`src/rtl/pipe_stage_reg.sv`:
```
// pipe_stage_reg: one Y86 pipeline stage register carrying status, icode
// and a packed payload. It supports stall (hold), bubble (inject a nop) and
// an exception freeze that keeps a non-AOK instruction in place until reset.
// Optional feature macro: PIPE_STATS_EN adds saturating stall and bubble
// counters. Without it, both counter ports read as zero.
module pipe_stage_reg #(
    parameter int unsigned PAYLOAD_W     = 256,
    parameter logic [3:0]  BUBBLE_ICODE  = 4'h1,
    parameter bit          FREEZE_ON_EXC = 1'b1,
    parameter int unsigned CNT_W         = 16
) (
    input  logic                 clk,
    input  logic                 rst_n,
    input  logic [2:0]           in_status,
    input  logic [3:0]           in_icode,
    input  logic [PAYLOAD_W-1:0] in_payload,
    input  logic                 stall,
    input  logic                 bubble,
    output logic [2:0]           out_status,
    output logic [3:0]           out_icode,
    output logic [PAYLOAD_W-1:0] out_payload,
    output logic                 out_valid,
    output logic                 frozen,
    output logic                 ctl_err,
    output logic [CNT_W-1:0]     stall_cnt,
    output logic [CNT_W-1:0]     bubble_cnt
);

    localparam logic [2:0] ST_AOK = 3'b001;
    localparam logic [2:0] ST_INS = 3'b010;
    localparam logic [2:0] ST_HLT = 3'b100;

    typedef enum logic [1:0] {
        ACT_FROZEN,
        ACT_STALL,
        ACT_BUBBLE,
        ACT_LOAD
    } action_e;

    // Anything that is not a legal one-hot status is treated as an illegal
    // instruction so the exception still propagates down the pipe.
    function automatic logic [2:0] norm_status(input logic [2:0] s);
        case (s)
            ST_AOK, ST_INS, ST_HLT: return s;
            default:                return ST_INS;
        endcase
    endfunction

    // Counters stick at all-ones instead of wrapping.
    function automatic logic [CNT_W-1:0] sat_inc(input logic [CNT_W-1:0] c);
        return (&c) ? c : c + CNT_W'(1);
    endfunction

    logic [2:0]           status_q,  status_d;
    logic [3:0]           icode_q,   icode_d;
    logic [PAYLOAD_W-1:0] payload_q, payload_d;
    logic                 valid_q,   valid_d;
    logic                 err_q,     err_d;
    logic                 frozen_w;
    action_e              action;

    assign frozen_w = FREEZE_ON_EXC && (status_q != ST_AOK);

    // Select exactly one action per edge: freeze beats stall beats bubble.
    always_comb begin
        action = ACT_LOAD;
        if (frozen_w) begin
            action = ACT_FROZEN;
        end else if (stall) begin
            action = ACT_STALL;
        end else if (bubble) begin
            action = ACT_BUBBLE;
        end
    end

    // Next-state contents for the chosen action; frozen and stall both hold.
    always_comb begin
        status_d  = status_q;
        icode_d   = icode_q;
        payload_d = payload_q;
        valid_d   = valid_q;
        err_d     = err_q;
        case (action)
            ACT_STALL: begin
                // Conflicting hazard-unit request; stall still wins.
                if (bubble) begin
                    err_d = 1'b1;
                end
            end
            ACT_BUBBLE: begin
                status_d  = ST_AOK;
                icode_d   = BUBBLE_ICODE;
                payload_d = '0;
                valid_d   = 1'b0;
            end
            ACT_LOAD: begin
                status_d  = norm_status(in_status);
                icode_d   = in_icode;
                payload_d = in_payload;
                valid_d   = 1'b1;
            end
            default: begin
            end
        endcase
    end

    // Stage contents and sticky control-error flag, cleared asynchronously.
    always_ff @(posedge clk or negedge rst_n) begin
        if (!rst_n) begin
            status_q  <= ST_AOK;
            icode_q   <= BUBBLE_ICODE;
            payload_q <= '0;
            valid_q   <= 1'b0;
            err_q     <= 1'b0;
        end else begin
            status_q  <= status_d;
            icode_q   <= icode_d;
            payload_q <= payload_d;
            valid_q   <= valid_d;
            err_q     <= err_d;
        end
    end

`ifdef PIPE_STATS_EN
    logic [CNT_W-1:0] stall_cnt_q,  stall_cnt_d;
    logic [CNT_W-1:0] bubble_cnt_q, bubble_cnt_d;

    // Count stall and bubble actions; frozen cycles are not counted.
    always_comb begin
        stall_cnt_d  = stall_cnt_q;
        bubble_cnt_d = bubble_cnt_q;
        if (action == ACT_STALL) begin
            stall_cnt_d = sat_inc(stall_cnt_q);
        end
        if (action == ACT_BUBBLE) begin
            bubble_cnt_d = sat_inc(bubble_cnt_q);
        end
    end

    // Statistics counter registers.
    always_ff @(posedge clk or negedge rst_n) begin
        if (!rst_n) begin
            stall_cnt_q  <= '0;
            bubble_cnt_q <= '0;
        end else begin
            stall_cnt_q  <= stall_cnt_d;
            bubble_cnt_q <= bubble_cnt_d;
        end
    end

    assign stall_cnt  = stall_cnt_q;
    assign bubble_cnt = bubble_cnt_q;
`else
    assign stall_cnt  = '0;
    assign bubble_cnt = '0;
`endif

    assign out_status  = status_q;
    assign out_icode   = icode_q;
    assign out_payload = payload_q;
    assign out_valid   = valid_q;
    assign frozen      = frozen_w;
    assign ctl_err     = err_q;

endmodule
```
`config.mk`:
```
export PLATFORM = sky130hd
export DESIGN_NAME = pipe_stage_reg
export DESIGN_NICKNAME = d
export VERILOG_FILES = /design/src/rtl/pipe_stage_reg.sv
export SDC_FILE = /design/constraint.sdc
export NUM_CORES = 1
export LEC_CHECK = 0
export ABC_CLOCK_PERIOD_IN_PS = 4300
export CELL_PAD_IN_SITES_DETAIL_PLACEMENT = 1
export CELL_PAD_IN_SITES_GLOBAL_PLACEMENT = 2
export CORE_MARGIN = 1.5
export CORE_UTILIZATION = 24
export DETAILED_ROUTE_END_ITERATION = 7
export GPL_ROUTABILITY_DRIVEN = 0
export MAX_ROUTING_LAYER = met4
export PLACE_DENSITY_LB_ADDON = 0.1
export SLEW_MARGIN = 20
export SYNTH_ARGS = -nofsm -noshare
export SYNTH_HDL_FRONTEND = slang
export SYNTH_SLANG_ARGS = --single-unit
```
`constraint.sdc`:
```
create_clock -name clk -period 4.3 [get_ports clk]
set_input_delay 0.645 -clock clk [delete_from_list [all_inputs] [get_ports clk]]
set_output_delay 0.645 -clock clk [all_outputs]
set_load 0.01 [all_outputs]
```
* Word-level counts from Yosys, hierarchy flattened
Index checks and enable logic that the tools add are counted.
** Operators by class
- Eq/ne operators :: 7
- Reduce and logical (&&, ||, !) cells :: 3
- Multiplexer cells :: 8
** Operators with widths (number)
- $pmux W256 S2 :: 1
- $pmux W4 S2 :: 1
- $pmux W3 S2 :: 1
- $eq A2 B2 Y1 const B :: 2
- $mux W2 :: 2
- $eq A3 B1 Y1 const B :: 1
- $eq A3 B2 Y1 const B :: 1
- $eq A3 B3 Y1 const B :: 1
- $mux W3 :: 1
- $ne A3 B1 Y1 const B :: 1
- $reduce_or A3 Y1 :: 1
- $eq A2 B1 Y1 const B :: 1
- $pmux W1 S2 :: 1
- $reduce_and A2 Y1 :: 1
- $reduce_bool A2 Y1 :: 1
- $mux W1 :: 1
** Word-level totals
- Logic and storage cells :: 23
- Output and inout port bits :: 298
- Bits in registers :: 265
- Input port bits :: 267

* Longest topological paths before layout
Gate-level depths: netlist of run 1.
- Word-level depth :: 5
- Mapped depth :: 8
- Mapped depth without buffers :: 3

* Worst setup path after synthesis of run 1
No wires, ideal clock.
- Path kind :: input port to flip-flop
- Start :: input port stall
- End :: register payload_q[173], in the netlist out_payload[173]
- Path buffers :: 5
- Setup time :: 132 ps
- Stages on the path :: 8
- Data required time :: 4168 ps
- Path slack :: 2229 ps
- Arrival time :: 1939 ps
- Cell sequence :: or4b_1 buf_2 buf_6 buf_6 buf_6 buf_6 nand2_1 o21ai_1
** Between the ends
- Cells in the longest elaborated chain, start to end :: 4
- Elaborated cells on any way between the ends :: 6
- Classes of those cells :: 2 x eq/ne; 3 x mux; 1 x reduce/logical
** Ends and longest elaborated chain
- start: declaration :: RTL line 17 : input logic stall,
- $mux W2 * :: RTL line 69 : end else if (stall) begin
- $mux W2 * :: RTL line 67 : if (frozen_w) begin
- $eq A2 B2 Y1 :: RTL line 83 : case (action)
- $pmux W256 S2 / $reduce_bool A2 Y1 (equally long branches)
- end signal: assignment :: RTL line 118 : payload_q <= payload_d;
- end: declaration :: RTL line 56 : logic [PAYLOAD_W-1:0] payload_q, payload_d;
Every way passes the cells marked *; elsewhere a longest branch is shown, timed or not.
A chain may end at the register's enable or synchronous reset.

* Worst setup path after layout of run 1
- Start :: register status_q[2], in the netlist out_status[2]
- End :: output port frozen
** Between the ends
- Cells in the longest elaborated chain, start to end :: 1
** Ends and longest elaborated chain
- start: declaration :: RTL line 54 : logic [2:0] status_q, status_d;
- start signal: assignment :: RTL line 116 : status_q <= status_d;
- $ne A3 B1 Y1 :: RTL line 62 : assign frozen_w = FREEZE_ON_EXC && (status_q != ST_AOK);
- end: declaration :: RTL line 23 : output logic frozen,
Every way passes these cells.

==> results of run 1 <==
[cell families (layout without fill, tap and decap cells)]
kind of cell | count (synthesis) | after routing
xor gates and xnor gates | 1 | 1
AOI/OAI and AO/OA | 265 | 265
other | 1 | 45
DFF | 265 | 265
and+or+nand+nor | 527 | 527
buffers and inverters | 119 | 602
[where the power goes]
part,internal (uW),leakage (uW),switching (uW)
registers,2500,0.00370,0
clock network,1650,0.000514,1100
logic,278,0.00333,165
total,4420,0.00754,1260
[sequential cells by signal, summed over array words and instances, names as in the netlist]
| name | cells |
|---|---|
| ctl_err | 1 |
| out_valid | 1 |
| out_icode | 4 |
| out_status | 3 |
| out_payload | 256 |
[cells in the final DEF (no fill, tap or decap), drive strengths merged]
cell type and n:
o31a 1, dfrtp 263, o21ai 260, a21o 2, clkinv 2, or4b 1
dfstp 2, clkdlybuf4s50 530, a41o 1, buf 16, xor2 1, nor2 4
nand2 261, a31o 1, nor3b 1, nand2b 260, conb 32, clkbuf 54
diode 13
[how the worst max path moves through the flow]
stage                                         endpoint  slack (ps)  depth (start not counted)
after floorplan           out_payload[173]$_DFFE_PN0P_        2230                          8
after global placement       out_status[0]$_DFFE_PN1P_        1530                          4
after detailed placement  out_payload[114]$_DFFE_PN0P_        1510                          5
after CTS                                       frozen        1920                          3
after global routing                            frozen        1850                          3
final                                           frozen        1980                          3
[worst max-delay path: cells and delay by family (launching register included)]
| kind | cells | cell delay (ps) |
|---|---|---|
| buffers and inverters | 1 | 470 |
| DFF | 1 | 430 |
| and+or+nand+nor | 2 | 260 |
[metal layers]
layer | vias up | global-route usage, % | wire length (um)
met1 | 4487 | 19.7 | 16400
met3 | 44 | 7.87 | 4560
met5 | - | - | 0
li1 | 4708 | - | -
met2 | 312 | 29.4 | 21100
met4 | 0 | 5.58 | 791
[per-stage QoR]
| step | power, uW | worst slack, ps | util (%) |
|---|---|---|---|
| after floorplan | 2680 | 2230 | - |
| after global placement | 2990 | 1530 | 36.7 |
| after detailed placement | 2990 | 1510 | 36.7 |
| after CTS | 5830 | 1920 | 38.9 |
| after global routing | 5940 | 1850 | 39.0 |
| final | 5680 | 1980 | 39.0 |
[area by class of cell]
class | count | area, um2 | area share, %
multi-input cells | 825 | 4120 | 22.8
diodes | 13 | 32.5 | 0.180
repair buffers | 546 | 5520 | 30.5
well taps | 607 | 759 | 4.19
flip-flops and latches | 265 | 6630 | 36.6
clock buffers | 54 | 1040 | 5.74
clock inverters | 2 | 10.0 | 0.0552
==> results.md, run 1 <==
- The data arrival time of the critical path is 1680 ps.
- The maximum number of buffers from clock root to sink is 3.
- The clock root buffer is clkbuf_16.
- The floorplan step set the die width to 220 um.
- The multiplexer share of the synthesized area is 0%.
- Power spread over the standard cell area amounts to around 310 nW/um2.
- The post-synthesis simple-gate area fraction is a little under a quarter.
- The synthesized cell area is 11,300 um2.
- Cells with a size suffix above 1 make up 3.84% of the layout.
- After synthesis, the cell types taking the most area are dfrtp_1 58%, nand2b_1 14%, nand2_1 8.7%, o21ai_0 8.4%, o21ai_1 3.1%.
- The worst flop-to-flop path endpoint is out_payload[114]$_DFFE_PN0P_.
- The combined global-route utilization of all metal layers is about 18%.
- The number of gates resized after CTS was 0.
- The final max-slew violation count is 0.
- The clock period could shrink to 2320 ps.
- The start of the worst register-to-register path is out_status[0]$_DFFE_PN1P_.
- The worst clock skew on the final layout is 16.3 ps.
- The routed via count divided by cell count is approximately 4.1.
- The launch point of the worst path is out_status[2]$_DFFE_PN0P_.
- After synthesis, the netlist uses 20 different library cells.
- The number of detailed-routing iterations run before antenna repair is 4.
- The DRC violation count after routing is 0.
- In the post-synthesis netlist, the cell with the most instances is dfrtp_1.
- Measured against its own limit, the worst slew margin works out to 46.8%.
- The number of antenna violations at the first check in global routing is 12.
- On the final layout, the worst hold slack is 166 ps.
- The detail route stage leaves a number of antenna-violating nets equal to 0.
- The total grt overflow is 0.
- The number of placed I/O pins is about 570.
- Of all flip-flops after synthesis, the portion carrying an async set or reset was between 90% and 100%.
- The floorplan step defined a die boundary enclosing 48,400 um2.
- Summing the areas of all fa, ha and maj instances in the mapped netlist gives 0% of the synthesized area.
- The achievable clock frequency is between 0.4 and 0.5 GHz.
- Setup violations remaining at the end of the flow were counted as 0.
- Summing the areas of all xor and xnor instances in the mapped netlist gives 0.0776% of the synthesized area.
- Averaged over all synthesized cells, the footprint is 9.59 um2.
- The hold violation count in the final report came to 0.
- Sequential cells were found to cover around three fifths of the synthesized design area.
- The H-tree was split into 2 levels.
- The total wire length is 42,900 um.
- After synthesis the netlist holds a flip-flop and latch count of 265.
- The worst hold path class is input port to async pin.
- The routed length per placed instance is roughly 19 um.
- The filler cells instantiated in the layout total 5,273.
- Summing the areas of all compound-gate instances in the mapped netlist gives a little under an eighth of the synthesized area.
- The first global-routing pass estimated 62,900 um of wire.
- The sort of element at the start of the critical path is a flop.
- Summed over all instances, the cell type with the most area after synthesis is dfrtp_1.
- The depth of the most critical reg-to-reg path is 4.
- The clock reaches the later pin of the worst-skew pair after between 500 and 600 ps.
- The flow ran to the end, and the final reports show no timing, DRC or antenna violations.
- The via count is around 9,600.
- The number of violations of the max-capacitance limit is 0.
- The clock edge transition at the registers on the reported setup and hold paths is approximately 50 ps.
- The transition time at the pin with the least slew margin is 798 ps.
- TritonCTS built the clock tree.
- After layout, the worst path uses 54.0% of the clock period.
- The vertical die dimension is 220 um.
- The filler-free cell count of the finished design is 2,312.
- The initial standard-cell utilization of the core is 24.3%.
- The type of destination of the critical path is an output port.
- During synthesis, Yosys emitted a total of 0 warnings.
- The dominant combinational cell family by area after synthesis is simple AND/OR/NAND/NOR gates.
- The leakage power is approximately 0.0075 uW.
- Setup repair after global routing left no endpoint under its margin.
- The total of hold buffers inserted after clock tree synthesis is 0.
- Traced cell by cell, the critical path runs through nor2_1, nand2_1, clkdlybuf4s50_1.
- The net count of the finished layout is a little under 2,000.
- The area of the core region is roughly 46,000 um2.
- The slowest stage of the critical path is the clkdlybuf4s50_1 cell.
- Summed over all failing endpoints, the final setup total negative slack is 0 ps.
- On the worst path, the slowest cell contributes a delay of 470 ps.
- The area overhead of the layout relative to synthesis is 60.5%.
- The instance count of the mapped netlist is 1,178.
- Once placement completed, the tool counted placed cells totaling 2,243.
- After legalization and detailed placement, the total HPWL measured 31,500 um.
- By count the netlist is led by 263 x dfrtp_1, 261 x nand2_1, 260 x nand2b_1.
- The primary flip-flop cell chosen by synthesis mapping is dfrtp_1.
- The worst setup path is of the flop to output port kind.
- In this run the biggest area consumer among cell types represents 58.3% of the synthesized area.
- The synthesized design contains 0 enable-type register cells.
- The maximum fanout along the worst path is 4.
- The largest vdd supply drop is ~0.23 mV.
- The data required time at the worst endpoint is 3650 ps.
- The total cell area at the placement stage is roughly 17,000 um2.
- The via count of the first global-routing pass was 9,936.
- The number of cell rows is between 70 and 80.
- The number of buffers inserted by post-CTS setup repair is 0.
- Entering global routing, the biggest net connects 140 pins.
- The violation count after the first detailed-route iteration is 355.
- Buffers placed on the I/O ports in this run total between 500 and 600.
- After routing the design area is 18,100 um2.
- Counting the buffers created by CTS gives 35.
- The clock drives 265 sinks.
- The setup slack of the most critical reg-to-reg path is about 2000 ps.
No activity file was read; power rests on OpenSTA's default activity.
==> run 2, diff against run 1 <==
Settings changed: ABC_CLOCK_PERIOD_IN_PS 4300 to 2340, CORE_UTILIZATION 24 to 23.
Clock period 4.3 ns to 2.34 ns, I/O delays scaled along.
==> results.md, run 2 (synthesis results as in run 1) <==
- The total power divided by cell area is 589 nW/um2.
- The violation count after the first detailed-route iteration is 496.
- The latest clock arrival within the worst-skew pair is 540 ps.
- Row generation in the floorplan step produced 81 rows.
- The H-tree was split into 2 levels.
- The area overhead of the layout relative to synthesis is 63.5%.
- In the routed layout, each cell is associated on average with a via count of slightly above 4.
- The post-route netlist has under 10% of its cells at a drive strength greater than 1.
- 565 I/O pins were placed.
- The worst flop-to-flop path endpoint is out_payload[137]$_DFFE_PN0P_.
- The vertical die dimension is 225 um.
- The estimated wirelength of the detail-placed design is between 30,000 and 40,000 um.
- The initial utilization of the core area, before any placement, comes to 23.2%.
- The clock edge transition at the registers on the reported setup and hold paths is 60 ps.
- TritonCTS built the clock tree.
- Between clock sinks in the finished design, the worst skew comes to 13.7 ps.
- Across all register-to-register paths, the minimum setup slack is 440 ps.
- The layout has 5,494 filler cells.
- The register with the most flip-flops in the layout has 256 of them.
- Setup repair after global routing left no endpoint under its margin.
- The placed cell count is approximately 2,300.
- The maximum fanout along the worst path is 5.
- The number of antenna violations at the first check in global routing is 9.
- The depth of the most critical reg-to-reg path is 5.
- The worst setup path is captured at an output port.
- In this run the worst setup path begins at out_status[0]$_DFFE_PN1P_.
- Leaving out filler cells and counting taps, the final layout contains 2,348.
- The area occupied by multi-input gates is slightly above 4000 um2.
- The final route contains 9,733 vias.
- Clock tree synthesis selected as its root buffer the cell clkbuf_16.
- The worst-path cell with the longest stage delay is dfstp_2.
- For the final routed database, the setup TNS stands at 0 ps.
- Of the available clock period, the critical path in the final layout requires 87.5%.
- The shortest period the worst path allows is roughly 2000 ps.
- Global routing used 18.0% of the available tracks across all layers.
- In the layout the commonest cells are 530 x clkdlybuf4s50_1, 263 x dfrtp_1, 261 x nand2_1.
- Counting both buffers and inverters, the worst setup path holds a total of 1.
- After detailed routing, the total wire length is between 40,000 and 50,000 um.
- The delay contributed by the slowest stage of the critical path is 580 ps.
- In this run the critical register-to-register path is launched from out_status[0]$_DFFE_PN1P_.
- In this run, CTS created clock tree buffers numbering 36.
- The first-pass GRT wire length is around 66,000 um.
- The hold violation count in the final report is 0.
- The critical path goes through clkdlybuf4s50_1.
- The setup-violating endpoint count in the final report is 0.
- The count of antenna-violating nets left after detailed routing is 0.
- The area of the die is about 50,000 um2.
- After global routing the overflow that remains totals 0.
- The net count of the finished layout is 1,959.
- The final max-slew violation count is 0.
- The data arrival time of the critical path is between 1500 and 2000 ps.
- STA classifies the critical path startpoint as a flop.
- The largest net degree at the start of global routing is 81.
- Leaving out fill and tap cells, the most frequent cell in the layout is clkdlybuf4s50_1.
- At the worst endpoint, the required time is between 1500 and 2000 ps.
- The core region is 48,600 um2.
- The clock drives 265 sinks.
- The number of detailed-routing iterations run before antenna repair is 4.
- The routed length per placed instance is approximately 19 um.
- The run finished with clean final reports.
- The number of violations of the max-capacitance limit is 0.
- The critical path class is flop to output port.
- Across the VDD grid, the largest voltage drop is 0.333 mV.
- Post-CTS timing repair inserted 0 buffers for setup.
- Registers take 6630 um2.
- For this design the static power due to leakage is 0.00772 uW.
- The max-slew headroom at the worst pin is 65.3%.
- In this run the horizontal extent of the chip is 225 um.
- The via count of the first global-routing pass is 10,146.
- After detailed routing, the number of remaining DRC violations is 0.
- Static timing analysis puts the maximum clock frequency at 0.488 GHz.
- The count of port buffers added during placement is 532.
- The clock passes through at most 3 buffers.
- The worst hold path class is input port to async pin.
- The transition time at the pin with the least slew margin is 521 ps.
- The family with the most delay on the worst path is flip-flops.
[run 2: cell types whose count changed in the layout (fill, tap and decap cells not counted)]
cell           previous run  this run
dlygate4sd3_1             0         1
inv_6                     0         2
clkinv_4                  0         2
clkbuf_8                  5         8
buf_6                     0         1
clkbuf_1                 12         9
buf_4                     8        17
diode_2                  13         9
bufinv_16                 0         1
buf_12                    7        14
clkinv_2                  2         4
[run 2: stage by stage]
stage | worst slack (ps) | util [%] | hold WS (ps) | area [um2] | power, uW
after floorplan | 432 | - | 55.4 | 11400 | 4920
after global placement | 194 | 35.5 | 287 | 17300 | 5520
after detailed placement | 171 | 35.5 | 295 | 17300 | 5530
after CTS | 248 | 37.9 | 306 | 18400 | 11200
after global routing | 199 | 38.0 | 309 | 18500 | 11400
final | 292 | 38.0 | 279 | 18500 | 10900
[run 2: metal layers]
layer | global-route usage, % | share of wire (%)
met5 | - | 0
met3 | 7.37 | 9.2
met2 | 29.1 | 48
met4 | 4.22 | 1.8
met1 | 20.8 | 41
[run 2: how the worst max path moves through the flow]
stage,endpoint,slack [ps],cells past startpoint
final,out_status[0],290,1
after global routing,frozen,200,3
after CTS,out_status[0],250,1
after detailed placement,out_payload[44]$_DFFE_PN0P_,170,6
after global placement,out_payload[126]$_DFFE_PN0P_,190,6
after floorplan,out_payload[173]$_DFFE_PN0P_,430,8
[run 2: area by class of cell]
class                      instances  area share, %
multi-input combinational        825           22.3
sequential                       265           35.9
clock buffer                      54           5.79
antenna                            9          0.122
timing repair buffer             564           31.1
clock inverter                     9          0.461
tap                              622           4.22
[run 2: what timing repair did]
item,4_1_cts,5_1_grt
hold buffers,1,0
endpoints found under the setup margin,0,0
endpoints found under the hold margin,36,0
gates resized for setup,0,0
[run 2: where the power goes]
part,internal [uW],switching (uW)
clock network,3270,2180
logic,529,314
registers,4580,0
